### src/rtl/cb_segmenter.sv
// cb_segmenter: consumer end of the code-block size FIFO.
// Pops one {C_plus, C_minus, filler} descriptor per transport block and slices
// the TB byte stream into code blocks: filler (block 0 only), data, then reserved
// CRC slots when the TB splits into two blocks. All bytes leave through
// a single output register that holds steady under backpressure.
// Optional build macro: CBSEG_STATS_EN adds the blk_cnt / err_cnt statistics ports.

module cb_segmenter #(
  parameter int         K_PLUS    = 768,
  parameter int         K_MINUS   = 132,
  parameter int         CRC_BYTES = 3,
  parameter logic [7:0] FILL_BYTE = 8'h00
) (
  input  logic        clk,
  input  logic        reset_n,
  input  logic        desc_empty,
  output logic        desc_rd,
  input  logic [19:0] desc_data,
  input  logic        in_valid,
  output logic        in_ready,
  input  logic [7:0]  in_data,
  output logic        out_valid,
  input  logic        out_ready,
  output logic [7:0]  out_data,
  output logic        out_sob,
  output logic        out_eob,
  output logic        out_fill,
  output logic        out_crc,
  output logic        out_klarge,
  output logic        desc_err
`ifdef CBSEG_STATS_EN
  ,
  output logic [15:0] blk_cnt,
  output logic [7:0]  err_cnt
`endif
);

  localparam logic [9:0] KP   = 10'(K_PLUS);
  localparam logic [9:0] KM   = 10'(K_MINUS);
  localparam logic [9:0] CRCL = 10'(CRC_BYTES);

  typedef enum logic [2:0] {IDLE, FETCH, LOAD, FILL, DATA, CRC, NEXT} state_t;

  state_t      state_q, state_d;
  logic [19:0] desc_q, desc_d;
  logic [9:0]  cnt_q, cnt_d;
  logic [9:0]  data_len_q, data_len_d;
  logic        klarge_q, klarge_d;
  logic        blk1_large_q, blk1_large_d;
  logic        two_blk_q, two_blk_d;
  logic        blk_idx_q, blk_idx_d;
  logic        first_q, first_d;

  logic        out_valid_q, out_valid_d;
  logic [7:0]  out_data_q, out_data_d;
  logic        out_sob_q, out_sob_d;
  logic        out_eob_q, out_eob_d;
  logic        out_fill_q, out_fill_d;
  logic        out_crc_q, out_crc_d;
  logic        out_klarge_q, out_klarge_d;

  // Descriptor decode; only meaningful while the latched descriptor is in LOAD.
  // The K_MINUS block always goes first, so block 0 is large only when C_minus=0.
  logic [1:0]  c_plus, c_minus;
  logic [15:0] filler;
  logic [2:0]  c_sum;
  logic        first_large;
  logic [9:0]  crc_len, blk0_room, blk0_data, blk1_data;
  logic        reject;

  assign c_plus      = desc_q[19:18];
  assign c_minus     = desc_q[17:16];
  assign filler      = desc_q[15:0];
  assign c_sum       = {1'b0, c_plus} + {1'b0, c_minus};
  assign first_large = (c_minus == 2'd0);
  assign crc_len     = (c_sum == 3'd2) ? CRCL : 10'd0;
  assign blk0_room   = (first_large ? KP : KM) - crc_len;
  assign reject      = (c_sum == 3'd0) || (c_sum > 3'd2) || (filler >= {6'd0, blk0_room});
  assign blk0_data   = blk0_room - filler[9:0];
  assign blk1_data   = (blk1_large_q ? KP : KM) - CRCL;

  // Byte production: a byte enters the output register only when it is free or
  // being drained this cycle; DATA additionally needs a valid input byte.
  logic adv, emit_fill, emit_data, emit_crc, emit;
  logic seg_last, blocks_remain, blk_end, start_blk1;

  assign adv           = !out_valid_q || out_ready;
  assign emit_fill     = (state_q == FILL) && adv;
  assign emit_data     = (state_q == DATA) && adv && in_valid;
  assign emit_crc      = (state_q == CRC) && adv;
  assign emit          = emit_fill || emit_data || emit_crc;
  assign seg_last      = (cnt_q == 10'd1);
  assign blocks_remain = two_blk_q && !blk_idx_q;
  assign blk_end       = seg_last && (emit_crc || (emit_data && !two_blk_q));
  // Block 1 starts straight from the last CRC byte of block 0 so the stream
  // stays gapless; NEXT only bridges the final block back to IDLE.
  assign start_blk1    = (emit_crc && seg_last && blocks_remain) ||
                         ((state_q == NEXT) && blocks_remain);

  // State and datapath registers with synchronous active-low reset.
  always_ff @(posedge clk) begin
    if (!reset_n) begin
      state_q      <= IDLE;
      desc_q       <= '0;
      cnt_q        <= '0;
      data_len_q   <= '0;
      klarge_q     <= 1'b0;
      blk1_large_q <= 1'b0;
      two_blk_q    <= 1'b0;
      blk_idx_q    <= 1'b0;
      first_q      <= 1'b0;
      out_valid_q  <= 1'b0;
      out_data_q   <= '0;
      out_sob_q    <= 1'b0;
      out_eob_q    <= 1'b0;
      out_fill_q   <= 1'b0;
      out_crc_q    <= 1'b0;
      out_klarge_q <= 1'b0;
    end else begin
      state_q      <= state_d;
      desc_q       <= desc_d;
      cnt_q        <= cnt_d;
      data_len_q   <= data_len_d;
      klarge_q     <= klarge_d;
      blk1_large_q <= blk1_large_d;
      two_blk_q    <= two_blk_d;
      blk_idx_q    <= blk_idx_d;
      first_q      <= first_d;
      out_valid_q  <= out_valid_d;
      out_data_q   <= out_data_d;
      out_sob_q    <= out_sob_d;
      out_eob_q    <= out_eob_d;
      out_fill_q   <= out_fill_d;
      out_crc_q    <= out_crc_d;
      out_klarge_q <= out_klarge_d;
    end
  end

  // Next-state logic: segments advance on the last byte of each segment.
  always_comb begin
    state_d = state_q;
    case (state_q)
      IDLE:  if (!desc_empty) state_d = FETCH;
      FETCH: state_d = LOAD;
      LOAD: begin
        if (reject)              state_d = IDLE;
        else if (filler != 16'd0) state_d = FILL;
        else                      state_d = DATA;
      end
      FILL:  if (emit_fill && seg_last) state_d = DATA;
      DATA:  if (emit_data && seg_last) state_d = two_blk_q ? CRC : NEXT;
      CRC:   if (emit_crc && seg_last) state_d = blocks_remain ? DATA : NEXT;
      NEXT:  state_d = blocks_remain ? DATA : IDLE;
      default: state_d = IDLE;
    endcase
  end

  // Counters, block bookkeeping and the output register contents.
  always_comb begin
    desc_d       = desc_q;
    cnt_d        = cnt_q;
    data_len_d   = data_len_q;
    klarge_d     = klarge_q;
    blk1_large_d = blk1_large_q;
    two_blk_d    = two_blk_q;
    blk_idx_d    = blk_idx_q;
    first_d      = first_q;
    out_valid_d  = out_valid_q;
    out_data_d   = out_data_q;
    out_sob_d    = out_sob_q;
    out_eob_d    = out_eob_q;
    out_fill_d   = out_fill_q;
    out_crc_d    = out_crc_q;
    out_klarge_d = out_klarge_q;

    if (state_q == FETCH) desc_d = desc_data;

    if ((state_q == LOAD) && !reject) begin
      klarge_d     = first_large;
      blk1_large_d = (c_plus != 2'd0);
      two_blk_d    = (c_sum == 3'd2);
      blk_idx_d    = 1'b0;
      first_d      = 1'b1;
      data_len_d   = blk0_data;
      cnt_d        = (filler != 16'd0) ? filler[9:0] : blk0_data;
    end

    if (emit_fill) cnt_d = seg_last ? data_len_q : cnt_q - 10'd1;
    if (emit_data) cnt_d = seg_last ? (two_blk_q ? CRCL : 10'd0) : cnt_q - 10'd1;
    if (emit_crc)  cnt_d = seg_last ? 10'd0 : cnt_q - 10'd1;
    if (emit)      first_d = 1'b0;

    if (start_blk1) begin
      blk_idx_d = 1'b1;
      klarge_d  = blk1_large_q;
      cnt_d     = blk1_data;
      first_d   = 1'b1;
    end

    if (emit) begin
      out_valid_d  = 1'b1;
      out_data_d   = emit_data ? in_data : FILL_BYTE;
      out_sob_d    = first_q;
      out_eob_d    = blk_end;
      out_fill_d   = emit_fill;
      out_crc_d    = emit_crc;
      out_klarge_d = klarge_q;
    end else if (adv) begin
      out_valid_d  = 1'b0;
      out_data_d   = '0;
      out_sob_d    = 1'b0;
      out_eob_d    = 1'b0;
      out_fill_d   = 1'b0;
      out_crc_d    = 1'b0;
      out_klarge_d = 1'b0;
    end
  end

  // FSM-driven handshake outputs; the FIFO read is held off during reset so
  // a queued descriptor is never popped and then lost.
  always_comb begin
    desc_rd  = reset_n && (state_q == IDLE) && !desc_empty;
    desc_err = (state_q == LOAD) && reject;
    in_ready = (state_q == DATA) && adv;
  end

  assign out_valid  = out_valid_q;
  assign out_data   = out_data_q;
  assign out_sob    = out_sob_q;
  assign out_eob    = out_eob_q;
  assign out_fill   = out_fill_q;
  assign out_crc    = out_crc_q;
  assign out_klarge = out_klarge_q;

`ifdef CBSEG_STATS_EN
  logic [15:0] blk_cnt_q, blk_cnt_d;
  logic [7:0]  err_cnt_q, err_cnt_d;

  // Count accepted block ends (wrapping) and rejected descriptors (saturating).
  always_comb begin
    blk_cnt_d = blk_cnt_q;
    err_cnt_d = err_cnt_q;
    if (out_valid_q && out_ready && out_eob_q) blk_cnt_d = blk_cnt_q + 16'd1;
    if (desc_err && (err_cnt_q != 8'hFF))      err_cnt_d = err_cnt_q + 8'd1;
  end

  // Statistics registers, cleared by reset.
  always_ff @(posedge clk) begin
    if (!reset_n) begin
      blk_cnt_q <= '0;
      err_cnt_q <= '0;
    end else begin
      blk_cnt_q <= blk_cnt_d;
      err_cnt_q <= err_cnt_d;
    end
  end

  assign blk_cnt = blk_cnt_q;
  assign err_cnt = err_cnt_q;
`endif

endmodule

### config.mk
export PLATFORM = sky130hd
export DESIGN_NAME = cb_segmenter
export DESIGN_NICKNAME = d
export VERILOG_FILES = /design/src/rtl/cb_segmenter.sv
export SDC_FILE = /design/constraint.sdc
export NUM_CORES = 1
export LEC_CHECK = 0
export ABC_AREA = 1
export BUFFER_PORTS_ARGS = -buffer_cell sky130_fd_sc_hd__buf_4
export CORE_ASPECT_RATIO = 0.8
export CORE_MARGIN = 4
export CORE_UTILIZATION = 45
export CTS_CLUSTER_DIAMETER = 30
export DETAILED_ROUTE_END_ITERATION = 8
export PLACE_DENSITY = 0.68
export SYNTH_ARGS = -nofsm -noshare
export SYNTH_HDL_FRONTEND = slang
export SYNTH_SLANG_ARGS = --single-unit
### constraint.sdc
create_clock -name clk -period 4.1 [get_ports clk]
set_clock_uncertainty 0.15 [all_clocks]
set_input_delay 0.41 -clock clk [delete_from_list [all_inputs] [get_ports clk]]
set_output_delay 0.41 -clock clk [all_outputs]
set_load 0.02 [all_outputs]
* After elaboration in Yosys (flattened, before gate mapping)
Cells that the tools add are included.
** Storage, ports and cells
- Bits in registers :: 62
- Logic and storage cells :: 113
- Output and inout port bits :: 17
- Bits of input ports :: 33
** Cells by class
- Add/sub/neg operators :: 5
- Eq/ne operators :: 12
- Magnitude comparators :: 2
- Mux-type cells :: 40
- Reductions and logical operators :: 38
** Operators with widths (count)
- 10-bit 2-to-1 mux :: 11
- 8-bit 2-to-1 mux :: 3
- 3-bit 2-to-1 mux :: 7
- 3-bit one-hot mux with 7 select lines :: 1
- 16-bit by 10-bit >= comparator with 1-bit output :: 1
- 1-bit logical AND :: 16
- 16-bit nonzero test :: 1
- 1-bit 2-to-1 mux :: 14
- 10-bit by 1-bit equality test with 1-bit output, second input constant :: 1
- 10-bit by 1-bit subtractor with 10-bit output, second input constant :: 1
- 10-bit subtractor :: 1
- 10-bit by 2-bit subtractor with 10-bit output :: 1
- 10-bit by 2-bit subtractor with 10-bit output, second input constant :: 1
- 3-bit by 2-bit equality test with 1-bit output, second input constant :: 3
- 3-bit equality test, second input constant :: 3
- 2-bit 2-to-1 mux :: 4
- 1-bit logical OR :: 7
- 3-bit logical NOT :: 2
- 2-bit nonzero test :: 3
- 1-bit logical NOT :: 5
- 5-bit nonzero test :: 1
- 2-bit by 1-bit != test with 1-bit output, second input constant :: 2
- 2-bit != test, second input constant :: 2
- 4-bit AND reduction :: 1
- 5 further kinds :: 5

* Depth between registers and ports, before layout
Gate-level depths: netlist of the first run.
- Depth in word-level cells :: 13
- Mapped depth :: 21
- Mapped depth without buffers :: 21

* Least setup slack after synthesis of the first run
No wires, ideal clock.
- Path type :: flip-flop to flip-flop
- Start point :: register desc_q[16]
- End point :: register data_len_q[5]
- Required time :: 3.834 ns
- Path buffers :: 1
- Library setup time :: 0.116 ns
- Path slack :: 0.693 ns
- Stages on the path, launching flop included :: 21
- Period minus slack after synthesis :: 3.407 ns
- Data arrival time :: 3.141 ns
- Cells stage by stage :: dfxtp_1 ha_1 fa_1 inv_1 nor3_1 inv_1 ha_1 ha_1 nand2_1 inv_1 nand2_1 nand2_1 nand2_1 nand2_1 nand2_1 nand3_1 nor2_1 nand2_2 buf_2 o21ai_0 nor2_1
** Between the ends
- Word-level cells in the longest chain between the ends :: 8
- Elaborated cells between the ends (all ways) :: 14
- Classes of those cells :: 3 x add/sub; 2 x order compare; 1 x eq/ne; 2 x mux; 6 x reduce/logical
** Ends and longest elaborated chain
- from (decl) :: line 45 : logic [19:0] desc_q, desc_d;
- from (signal assigned) :: line 121 : desc_q <= desc_d;
- 2-bit by 2-bit adder with 3-bit output (*) :: line 74 : assign c_sum = {1'b0, c_plus} + {1'b0, c_minus};
- 3-bit by 2-bit equality test with 1-bit output (*) :: line 76 : assign crc_len = (c_sum == 3'd2) ? CRCL : 10'd0;
- 2-bit 2-to-1 mux (*) :: line 76
- 10-bit by 2-bit subtractor with 10-bit output (*) :: line 77 : assign blk0_room = (first_large ? KP : KM) - crc_len;
- named net blk0_room[0] :: line 68 : logic [9:0] crc_len, blk0_room, blk0_data, blk1_data;
- 16-bit by 10-bit >= comparator with 1-bit output :: line 78 : assign reject = (c_sum == 3'd0) || (c_sum > 3'd2) || (filler >= {6'd0, blk0_room});
- 1-bit logical OR :: line 78
- 1-bit logical NOT :: line 178 : if ((state_q == LOAD) && !reject) begin
- 1-bit logical AND :: line 178
- to (signal assigned) :: line 123 : data_len_q <= data_len_d;
- to (decl) :: line 47 : logic [9:0] data_len_q, data_len_d;
The timed path passes the listed nets; every way through them passes the cells marked *.
A chain may end at the register's enable or synchronous reset.

* Final worst setup path of the first run
- Start point :: register desc_q[16]
- End point :: output desc_err
** Between the ends
- Word-level cells in the longest chain between the ends :: 7
- Elaborated cells between the ends (all ways) :: 12
- Classes of those cells :: 2 x add/sub; 2 x order compare; 1 x eq/ne; 2 x mux; 5 x reduce/logical
** Ends and longest elaborated chain
- 2-bit by 2-bit adder with 3-bit output :: line 74
- 3-bit by 2-bit equality test with 1-bit output :: line 76
- 2-bit 2-to-1 mux :: line 76
- 10-bit by 2-bit subtractor with 10-bit output :: line 77
- named net blk0_room[0] :: line 68
- 16-bit by 10-bit >= comparator with 1-bit output :: line 78
- 1-bit logical OR :: line 78
- 1-bit logical AND :: line 223 : desc_err = (state_q == LOAD) && reject;
- to (decl) :: line 30 : output logic desc_err
The timed path passes the listed nets, and every way through them passes these cells.

==> qor.txt, run 1 <==
Final Critical Period -> 3900 ps
Num Clock Sinks -> 62
RePlAce Congestion -> 0.908
CP Launch Type -> register
CTS clock-pin slew for the worst setup and hold paths -> 80 ps
Routed vias -> 3889
Crit Path Class -> register to output pin
WP depth -> 16
Cell Pwr Density -> 736 mW/mm²
Worst skew pair latency -> 340 ps
DR WL/cell -> 13.6 µm
RSZ-0062 raised after global routing -> no
Initial antenna violation count -> 0
Fin. Hold Viols -> 0
Worst hold-check path type -> primary input to register
CTS tree -> yes
Total GRT Usage -> 20.0%
I/O pin count -> 50
Drt drc -> 0
Worst path top cell family by delay -> adder cells
Clock buffer depth -> 2
DP Worst Slack -> 208 ps
Setup bufs post-CTS -> 0
ANT cells -> 0
First-pass GRT wire length -> 16900 µm
Top post-synthesis cells by count -> nand2_1 (127), nor2_1 (85), inv_1 (67)
Total wire length -> 10100 µm
TritonRoute pass-1 iters -> 4
Top cells by area, synth -> dfxtp_1 (32%), nand2_1 (12%), nor2_1 (8.3%)
Post-synth top area cell -> dfxtp_1
CP endpoint kind -> output pin
Number of enable flip-flop cells after synthesis -> 0
CTS Root Cell -> clkbuf_8
Syn Nets -> 646
Worst vdd ir -> 315 µV
Max Fclk -> 0.256 GHz
Max_cap viols -> 0
Max-slew violations -> 0
Synthesized flop and latch total -> 62
FF-to-FF path depth -> 19
Vias per cell -> 5.21
WP buf/inv -> 5
Drt initial violations -> 223
Maximum number of pins on one net before global-route repair -> 47
Static leakage -> 2.18 nW
Worst path max stage delay -> 510 ps
Register area share after synthesis -> 32.5%
WP data arrival -> 3340 ps
H-tree Lvls -> 3
Layout overhead on the synthesized area -> 17.3%
FP Rows -> 29
Crit Path Max Fanout -> 5
IO Port Bufs -> 49
HPWL after detailed placement -> 7550 µm
Worst setup margin -> 201 ps
Post-synth top area share -> 32.5%
Setup TNS -> 0 ps
Worst rel slew slack -> 48.7%
Share of layout cells above drive strength 1 -> 14.4%
Synthesized area -> 0.00382 mm²
Hold depth -> 3
Hold-fix buffers at CTS -> 0
Most frequent cell after synthesis -> nand2_1
DIE WIDTH -> 111 µm
Hold WS -> 134 ps
Gate Count Post-Synth -> 588
CORE AREA -> 0.00809 mm²
CP cell instances -> ha_1 -> fa_1 -> inv_1 -> nor3_2 -> buf_4 -> ha_2 -> ha_1 -> nand2_1 -> inv_1 -> a21oi_1 -> nand2_1 -> nand2_1 -> nand3_1 -> o21ai_1 -> inv_1 -> buf_4
Gr ovfl total -> 0
Final ANT Viol Nets -> 0
Layout net count -> 692
Asr flop ratio synth -> 0%
Synth Flop Type -> dfxtp_1
CP required -> 3540 ps
Starting density of the core -> 47.2%
Total die area -> 0.0100 mm²
Tcrit/Tclk final -> 95.1%
Vias in the first global route -> 3523
Total power -> 3.30 mW
Die H -> 90.4 µm
Syn Area/Cell -> 6.50 µm²
Final setup fails -> 0
Status -> finished, final reports clean
Worst-Margin Slew -> 769 ps
TritonCTS Buffers -> 9
Core Util, Final -> 55.4%
Post-synth cell types -> 35
Yosys Warn Count -> 0
Critical path's slowest cell -> fa_1
[per-layer routing]
metal  share of wire [%]  routed length, µm  vias up  track usage, %
met4                0.61                 62        0            3.85
met2                  43               4320      133            30.2
met5                   0                  0        -               0
met1                  50               5050     1755            29.8
met3                 6.8                691        7            3.75
li1                    -                  -     1994               -
[sequential cells by signal (all words and copies together) (netlist names), 3 cells and up]
name and flops:
desc_q 20, cnt_q 10, state_q 3, data_len_q 10
out_data 8
[per-stage QoR]
stage | area, µm² | cells
2_1_floorplan | 3820 | 588
3_3_place_gp | 4260 | 731
3_5_place_dp | 4260 | 731
4_1_cts | 4470 | 747
5_1_grt | 4480 | 747
6_report | 4480 | 747
[report_power, final]
group	switching, mW	internal [mW]
registers	0.0831	0.701
clock network	0.260	0.317
logic	1.27	0.667
[cell type report]
| cell class | instances | area [µm²] |
|---|---|---|
| fillers | 818 | 3610 |
| multi-input cells | 438 | 2240 |
| flip-flops and latches | 62 | 1240 |
| repair buffers | 51 | 383 |
| inverters | 72 | 270 |
| clock buffers | 12 | 155 |
| well taps | 108 | 135 |
| clock inverters | 4 | 53.8 |
[cells by family (layout without fill, tap and decap cells)]
group	count (synthesis)	after routing	share of synthesized area (%)
xor gates and xnor gates	6	6	1.38
buffers and inverters	88	139	9.17
and+or+nand+nor	283	283	31.8
adders and majority gates	25	25	8.38
AOI/OAI and AO/OA	124	124	16.8
DFF	62	62	32.5
[worst paths after layout]
check	slack [ps]	to	start
worst min-delay path	130	desc_q[17]$_SDFFE_PN0P_	desc_data[17]
worst max-delay path	200	desc_err	desc_q[16]$_SDFFE_PN0P_
worst max register to register	350	cnt_q[2]$_SDFFE_PN0P_	desc_q[16]$_SDFFE_PN0P_
worst min register to register	300	desc_q[12]$_SDFFE_PN0P_	desc_q[12]$_SDFFE_PN0P_
[worst register-to-register path, cell delays in order (launching register included)]
cell     delay (ps)
dfxtp_1         330
ha_1            210
fa_1            510
inv_1            60
nor3_2          130
buf_4           150
ha_2            250
ha_1            310
nand2_1         120
inv_1            50
a21oi_1         220
nand2_1          80
nand2_1          60
nand3_1         110
nor2_2          210
nand2_4         180
nand2_2         210
inv_2           110
nor2_1          150
nor2_1           50
[repair_timing]
| item | 4_1_cts | 5_1_grt |
|---|---|---|
| gates resized for setup | 0 | 5 |
| hold endpoints to repair | 0 | 0 |
| setup endpoints to repair | 0 | 20 |
[placed cells by master (no fill, tap or decap), types with 2 or more instances in the layout]
| cell | n |
|---|---|
| nand2_1 | 127 |
| nor2_1 | 84 |
| inv_1 | 67 |
| dfxtp_1 | 62 |
| o21ai_0 | 56 |
| a21oi_1 | 54 |
| buf_4 | 51 |
| nand3_1 | 41 |
| ha_1 | 23 |
| clkbuf_8 | 11 |
| nor2_2 | 6 |
| nand2_2 | 5 |
| nor3_1 | 5 |
| o21ai_1 | 5 |
| xor2_1 | 5 |
| inv_2 | 4 |
| nor2_4 | 3 |
| nand3b_1 | 3 |
| nand4_1 | 3 |
| or2_2 | 2 |
| nand2_4 | 2 |
| o211ai_1 | 2 |
| o21bai_1 | 2 |
| clkinvlp_4 | 2 |
No activity file was read; power rests on OpenSTA's default activity.
==> run 2: changes to the inputs <==
--- a/config.mk
+++ b/config.mk
@@ -7,7 +7,7 @@
 export LEC_CHECK = 0
 export ABC_AREA = 1
 export BUFFER_PORTS_ARGS = -buffer_cell sky130_fd_sc_hd__buf_4
-export CORE_ASPECT_RATIO = 0.8
+export CORE_ASPECT_RATIO = 0.5
 export CORE_MARGIN = 4
 export CORE_UTILIZATION = 45
 export CTS_CLUSTER_DIAMETER = 30
==> run 2 against run 1 <==
Non-clock buffer count is the same. Sequential cell count is the same. Global-route usage shrank 0.61 points. Clock power grew 20%. Die area grew 0.80%. Total power grew 2.8%. Fmax grew 0.70%. Worst setup slack gained 27 ps.
==> qor.txt, run 2 (synthesis results as in run 1) <==
Tcrit/Tclk final -> 94.5% (-0.66 points)
Max-slew violations -> 0 (unchanged)
HPWL after detailed placement -> 7360 µm (-2.6%)
CTS tree -> yes
Final ANT Viol Nets -> 0 (unchanged)
CTS clock-pin slew for the worst setup and hold paths -> 50 ps (-30 ps)
Vias in the first global route -> 3401 (-3.5%)
CP cell instances -> ha_1 -> fa_1 -> inv_1 -> nor3_2 -> buf_4 -> ha_1 -> ha_1 -> nand2_1 -> inv_1 -> a21oi_1 -> nand2_1 -> nand2_1 -> nand3_1 -> o21ai_0 -> inv_1 -> buf_4
Static leakage -> 2.22 nW (+1.5%)
CORE AREA -> 0.00814 mm² (+0.65%)
Num Clock Sinks -> 62 (unchanged)
Cell Pwr Density -> 746 mW/mm² (+1.3%)
Total wire length -> 9660 µm (-4.6%)
DR WL/cell -> 12.9 µm (-5.1%)
Vias per cell -> 5.02 (-3.6%)
CP required -> 3540 ps (about the same)
Starting density of the core -> 46.9% (-0.30 points)
CP endpoint kind -> output pin
CP Launch Type -> register
Total GRT Usage -> 19.4% (-0.61 points)
Biggest regs -> desc_q: 20 flops, cnt_q: 10 flops, data_len_q: 10 flops
Hold depth -> 3 (unchanged)
Clock power share -> 20.5% (+3.0 points)
WP data arrival -> 3310 ps (-30 ps)
Final setup fails -> 0 (unchanged)
Worst hold-check path type -> primary input to register
TritonCTS Buffers -> 9 (unchanged)
Setup TNS -> 0 ps (unchanged)
ANT cells -> 0 (unchanged)
Layout net count -> 692 (unchanged)
Fin. Hold Viols -> 0 (unchanged)
I/O pin count -> 50 (unchanged)
Core Util, Final -> 55.9% (+0.47 points)
CTS Root Cell -> clkbuf_16
Crit Path Max Fanout -> 5 (unchanged)
Drt initial violations -> 290 (+30%)
RePlAce Congestion -> 0.941 (+3.7%)
Worst path max stage delay -> 520 ps (about the same)
Layout overhead on the synthesized area -> 19.1%
Critical path's slowest cell -> fa_1
Drt drc -> 0 (unchanged)
Worst path top cell family by delay -> adder cells
Share of layout cells above drive strength 1 -> 14.2% (-0.16 points)
Clock buffer depth -> 2 (unchanged)
Die H -> 73.2 µm (-19%)
First-pass GRT wire length -> 15900 µm (-5.6%)
IO Port Bufs -> 49 (unchanged)
Int Pwr -> 1.79 mW (+6.1%)
DIE WIDTH -> 138 µm (+25%)
Initial antenna violation count -> 0 (unchanged)
Reg with most FFs -> desc_q
Final Critical Period -> 3870 ps (-26.9 ps)
Max FFs per register -> 20 (unchanged)
Total die area -> 0.0101 mm² (+0.80%)
Max Fclk -> 0.258 GHz (+0.70%)
FP Rows -> 23 (-21%)
Worst rel slew slack -> 48.9% (+0.20 points)
Routed vias -> 3770 (-3.1%)
RSZ-0062 raised after global routing -> no
H-tree Lvls -> 3 (unchanged)
Reg power frac -> 23.1% (-0.7 points)
Worst skew pair latency -> 330 ps (about the same)
Leading cell type in the layout, fill and taps excluded -> nand2_1
Combinational Power Share -> 56.5% (-2.2 points)
FILL cells -> 814 (-0.49%)
TritonRoute pass-1 iters -> 6 (+2)
Crit Path Class -> register to output pin
Worst vdd ir -> 355 µV (+13%)
Max_cap viols -> 0 (unchanged)
FF-to-FF path depth -> 18 (-1)
Sw frac -> 47.3% (-1.6 points)
Gr ovfl total -> 0 (unchanged)
Sw power -> 1.60 mW (-0.61%)
Status -> finished, final reports clean
Maximum number of pins on one net before global-route repair -> 47 (unchanged)
Setup bufs post-CTS -> 0 (unchanged)
Worst-Margin Slew -> 766 ps (-2.99 ps)
WP depth -> 16 (unchanged)
Commonest non-fill, non-tap cells in the layout -> nand2_1 (127), nor2_1 (85), inv_1 (67), dfxtp_1 (62), o21ai_0 (57)
WP buf/inv -> 5 (unchanged)
-- run 2: repair_timing --
action                     CTS  global route
setup endpoints to repair    0            13
hold buffers                 0             0
gates resized for setup      0             2
hold endpoints to repair     0             0
-- run 2: power groups by stage --
| stage | clock (mW) | sequential, mW | combinational, mW |
|---|---|---|---|
| 2_1_floorplan | 0 | 0.774 | 1.44 |
| 3_3_place_gp | 0 | 0.792 | 1.86 |
| 3_5_place_dp | 0 | 0.794 | 1.87 |
| 4_1_cts | 0.706 | 0.781 | 1.89 |
| 5_1_grt | 0.738 | 0.795 | 2.18 |
| 6_report | 0.694 | 0.782 | 1.92 |
-- run 2: through the flow --
| step | hold WS [ps] | power (mW) | instances | setup WS [ps] | instance area (µm²) |
|---|---|---|---|---|---|
| 2_1_floorplan | 275 | 2.22 | 588 | 693 | 3820 |
| 3_3_place_gp | 289 | 2.65 | 735 | 417 | 4260 |
| 3_5_place_dp | 299 | 2.66 | 735 | 300 | 4260 |
| 4_1_cts | 145 | 3.37 | 751 | 168 | 4540 |
| 5_1_grt | 149 | 3.72 | 751 | 23.0 | 4550 |
| 6_report | 149 | 3.39 | 751 | 227 | 4550 |
-- run 2: final cells by class --
cell class	count	area [µm²]	share of cell area [%]
multi-input combinational	438	2240	49.2
sequential	62	1240	27.3
timing repair buffer	51	383	8.41
inverter	72	270	5.94
clock buffer	10	239	5.25
tap	112	140	3.08
clock inverter	6	37.5	0.825
-- run 2: layer usage --
layer	up-vias	part of all wire [%]	GRT usage, %
li1	1987	-	-
met4	0	0.89	4.93
met3	9	7.2	5.24
met2	108	42	29.9
met5	-	0	0
met1	1666	50	27.2
-- run 2: worst paths after layout --
kind,startpoint,endpoint,slack (ps)
max,desc_q[16]$_SDFFE_PN0P_,desc_err,230
min,desc_data[15],desc_q[15]$_SDFFE_PN0P_,150
max reg2reg,desc_q[16]$_SDFFE_PN0P_,data_len_q[9]$_SDFFE_PN0P_,340
min reg2reg,desc_q[12]$_SDFFE_PN0P_,desc_q[12]$_SDFFE_PN0P_,300
-- run 2: worst min-delay path: stages --
cell and delay (ps):
buf_4 70, nor2_1 30, nor2_1 80
==> run 3: changes to the inputs <==
--- a/config.mk
+++ b/config.mk
@@ -8,11 +8,11 @@
 export ABC_AREA = 1
 export BUFFER_PORTS_ARGS = -buffer_cell sky130_fd_sc_hd__buf_4
 export CORE_ASPECT_RATIO = 0.5
-export CORE_MARGIN = 4
-export CORE_UTILIZATION = 45
+export CORE_UTILIZATION = 58
 export CTS_CLUSTER_DIAMETER = 30
 export DETAILED_ROUTE_END_ITERATION = 8
-export PLACE_DENSITY = 0.68
+export PLACE_DENSITY = 0.83
+export SKIP_LAST_GASP = 1
 export SYNTH_ARGS = -nofsm -noshare
 export SYNTH_HDL_FRONTEND = slang
 export SYNTH_SLANG_ARGS = --single-unit
==> run 3 against run 2 <==
Routed wire length up 0.29%. Final cell count fell by 3.2%. Global-route usage increased by 11 points. Combinational power increased by 2%. Sequential cell count is the same. Sequential power barely moved. First-iteration DRC count grew 7.2%. Clock power increased by 16%. Worst hold slack improved by 1.0 ps. Non-clock buffer count unchanged.
==> qor.txt, run 3 (synthesis results as in run 1) <==
Status -> finished, final reports clean
Final Critical Period -> 3810 ps (-67.3 ps)
WP data arrival -> 3250 ps (-60 ps)
DR WL/cell -> 13.3 µm (+3.6%)
Tcrit/Tclk final -> 92.8% (-1.6 points)
Maximum number of pins on one net before global-route repair -> 47 (unchanged)
Final setup fails -> 0 (unchanged)
Setup bufs post-CTS -> 0 (unchanged)
Vias in the first global route -> 3383 (-0.53%)
ANT cells -> 0 (unchanged)
R2R Setup Slk -> 370 ps (+30 ps)
IO Port Bufs -> 49 (unchanged)
Final ANT Viol Nets -> 0 (unchanged)
Static leakage -> 2.23 nW (+0.59%)
Clock power share -> 22.6% (+2.1 points)
CTS clock-pin slew for the worst setup and hold paths -> 50 ps (about the same)
Clock buffer depth -> 2 (unchanged)
Cell Pwr Density -> 777 mW/mm² (+4.2%)
Starting density of the core -> 61.6% (+15 points)
CTS tree -> yes
Commonest non-fill, non-tap cells in the layout -> nand2_1 (127), nor2_1 (85), inv_1 (67), dfxtp_1 (62), o21ai_0 (57)
Max-slew violations -> 0 (unchanged)
Max_cap viols -> 0 (unchanged)
Worst rel slew slack -> 48.6% (-0.30 points)
Reg-to-Reg End -> data_len_q[2]$_SDFFE_PN0P_
TritonCTS Buffers -> 9 (unchanged)
I/O pin count -> 50 (unchanged)
CP Launch Type -> register
Sw frac -> 46.3% (-0.96 points)
Layout net count -> 692 (unchanged)
Sw power -> 1.64 mW (+2.4%)
Max Fclk -> 0.263 GHz (+1.8%)
HPWL after detailed placement -> 7160 µm (-2.7%)
Hold-fix buffers at CTS -> 0 (unchanged)
FP Rows -> 20 (-13%)
Leading cell type in the layout, fill and taps excluded -> nand2_1
Drt initial violations -> 311 (+7.2%)
CP required -> 3540 ps (about the same)
Max FFs per register -> 20 (unchanged)
Drt drc -> 0 (unchanged)
Register area -> 0.00124 mm² (unchanged)
FF-to-FF path depth -> 20 (+2)
Biggest regs -> desc_q: 20 flops, cnt_q: 10 flops, data_len_q: 10 flops
Total GRT Usage -> 30.2% (+11 points)
DP Worst Slack -> 322 ps (+22.6 ps)
CTS Root Cell -> clkbuf_16
Num Clock Sinks -> 62 (unchanged)
Total die area -> 0.00694 mm² (-31%)
Crit Path Max Fanout -> 4 (-1)
Routed vias -> 3873 (+2.7%)
Worst-Margin Slew -> 771 ps (+4.50 ps)
Combinational Power Share -> 55.3% (-1.2 points)
Post-cts resize count -> 0 (unchanged)
Die H -> 59.4 µm (-19%)
TritonRoute pass-1 iters -> 5 (-1)
RePlAce Congestion -> 0.951 (+1.0%)
Worst vdd ir -> 468 µV (+32%)
RSZ-0062 raised after global routing -> no
Hold path start -> desc_data[17]
Worst skew pair latency -> 340 ps (about the same)
Worst hold-check path type -> primary input to register
Reg with most FFs -> desc_q
First-pass GRT wire length -> 15700 µm (-1.3%)
Reg-to-reg startpoint -> desc_q[18]$_SDFFE_PN0P_
Hold EP -> desc_q[17]$_SDFFE_PN0P_
CORE AREA -> 0.00621 mm² (-24%)
Hold depth -> 3 (unchanged)
Area of the multi-input gates -> 0.00224 mm² (unchanged)
Int Pwr -> 1.90 mW (+6.4%)
Total wire length -> 9690 µm (+0.29%)
Vias per cell -> 5.33 (+6.1%)
Layout overhead on the synthesized area -> 19.5%
Worst setup margin -> 295 ps (+67.3 ps)
Core Util, Final -> 73.6% (+18 points)
DIE WIDTH -> 117 µm (-16%)
Setup TNS -> 0 ps (unchanged)
FILL cells -> 532 (-35%)
Initial antenna violation count -> 0 (unchanged)
Share of layout cells above drive strength 1 -> 14.1% (-0.16 points)
Crit Path Class -> register to output pin
H-tree Lvls -> 3 (unchanged)
Reg power frac -> 22.1% (-1.0 points)
CP endpoint kind -> output pin
Gr ovfl total -> 0 (unchanged)
Fin. Hold Viols -> 0 (unchanged)
-- run 3: cell types whose count changed in the layout (fill, tap and decap cells not counted) --
| cell | change |
|---|---|
| clkbuf_8 | +3 |
| bufinv_16 | +1 |
| clkinvlp_4 | +1 |
| clkinv_2 | -4 |
| clkbuf_1 | +1 |
| clkinv_4 | -2 |
-- run 3: stage by stage --
stage	cell area, µm²	instances	power [mW]	hold WS [ps]
2_1_floorplan	3820	588	2.22	275
3_3_place_gp	4230	711	2.67	285
3_5_place_dp	4230	711	2.67	298
4_1_cts	4560	727	3.49	147
5_1_grt	4570	727	3.84	156
6_report	4570	727	3.55	150
-- run 3: worst max-delay path by stage --
stage / slack (ps) / end / start
final: 290 / desc_err / desc_q[18]$_SDFFE_PN0P_
after global routing: 20 / desc_err / desc_q[18]$_SDFFE_PN0P_
after CTS: 220 / desc_err / desc_q[16]$_SDFFE_PN0P_
after detailed placement: 320 / cnt_q[7]$_SDFFE_PN0P_ / desc_q[16]$_SDFFE_PN0P_
after global placement: 410 / cnt_q[7]$_SDFFE_PN0P_ / desc_q[16]$_SDFFE_PN0P_
after floorplan: 690 / data_len_q[5]$_SDFFE_PN0P_ / desc_q[16]$_SDFFE_PN0P_
-- run 3: worst max-delay path, cell delays in order (launching register included) --
cell and delay (ps):
dfxtp_1 330, ha_1 190, fa_1 510, inv_1 60
nor3_2 150, inv_1 110, ha_1 320, ha_1 340
nand2_1 100, inv_1 50, nand2_1 50, nand2_1 50
nand2_1 50, nand2_1 40, nand2_1 50, nand3_1 80
o21ai_0 190, inv_1 60, buf_4 150
-- run 3: area by class of cell --
type | count | area share, %
Clock buffer | 14 | 6.22
Clock inverter | 2 | 0.822
Inverter | 72 | 5.92
Multi-Input combinational cell | 438 | 49.1
Sequential cell | 62 | 27.2
Tap cell | 88 | 2.41
Timing Repair Buffer | 51 | 8.39
-- run 3: routing by layer --
metal	share of wire, %	vias up	track usage, %
met5	0	-	0
met4	0.97	0	6.15
met3	9.1	14	8.08
met2	41	145	47.2
met1	49	1719	42.2
li1	-	1995	-
-- run 3: power by group through the flow --
stage	Combinational, mW	Sequential, mW	Clock [mW]
finish	1.96	0.784	0.802
floorplan	1.44	0.774	0
CTS	1.90	0.782	0.809
global placement	1.88	0.792	0
detailed placement	1.88	0.794	0
global route	2.20	0.796	0.838
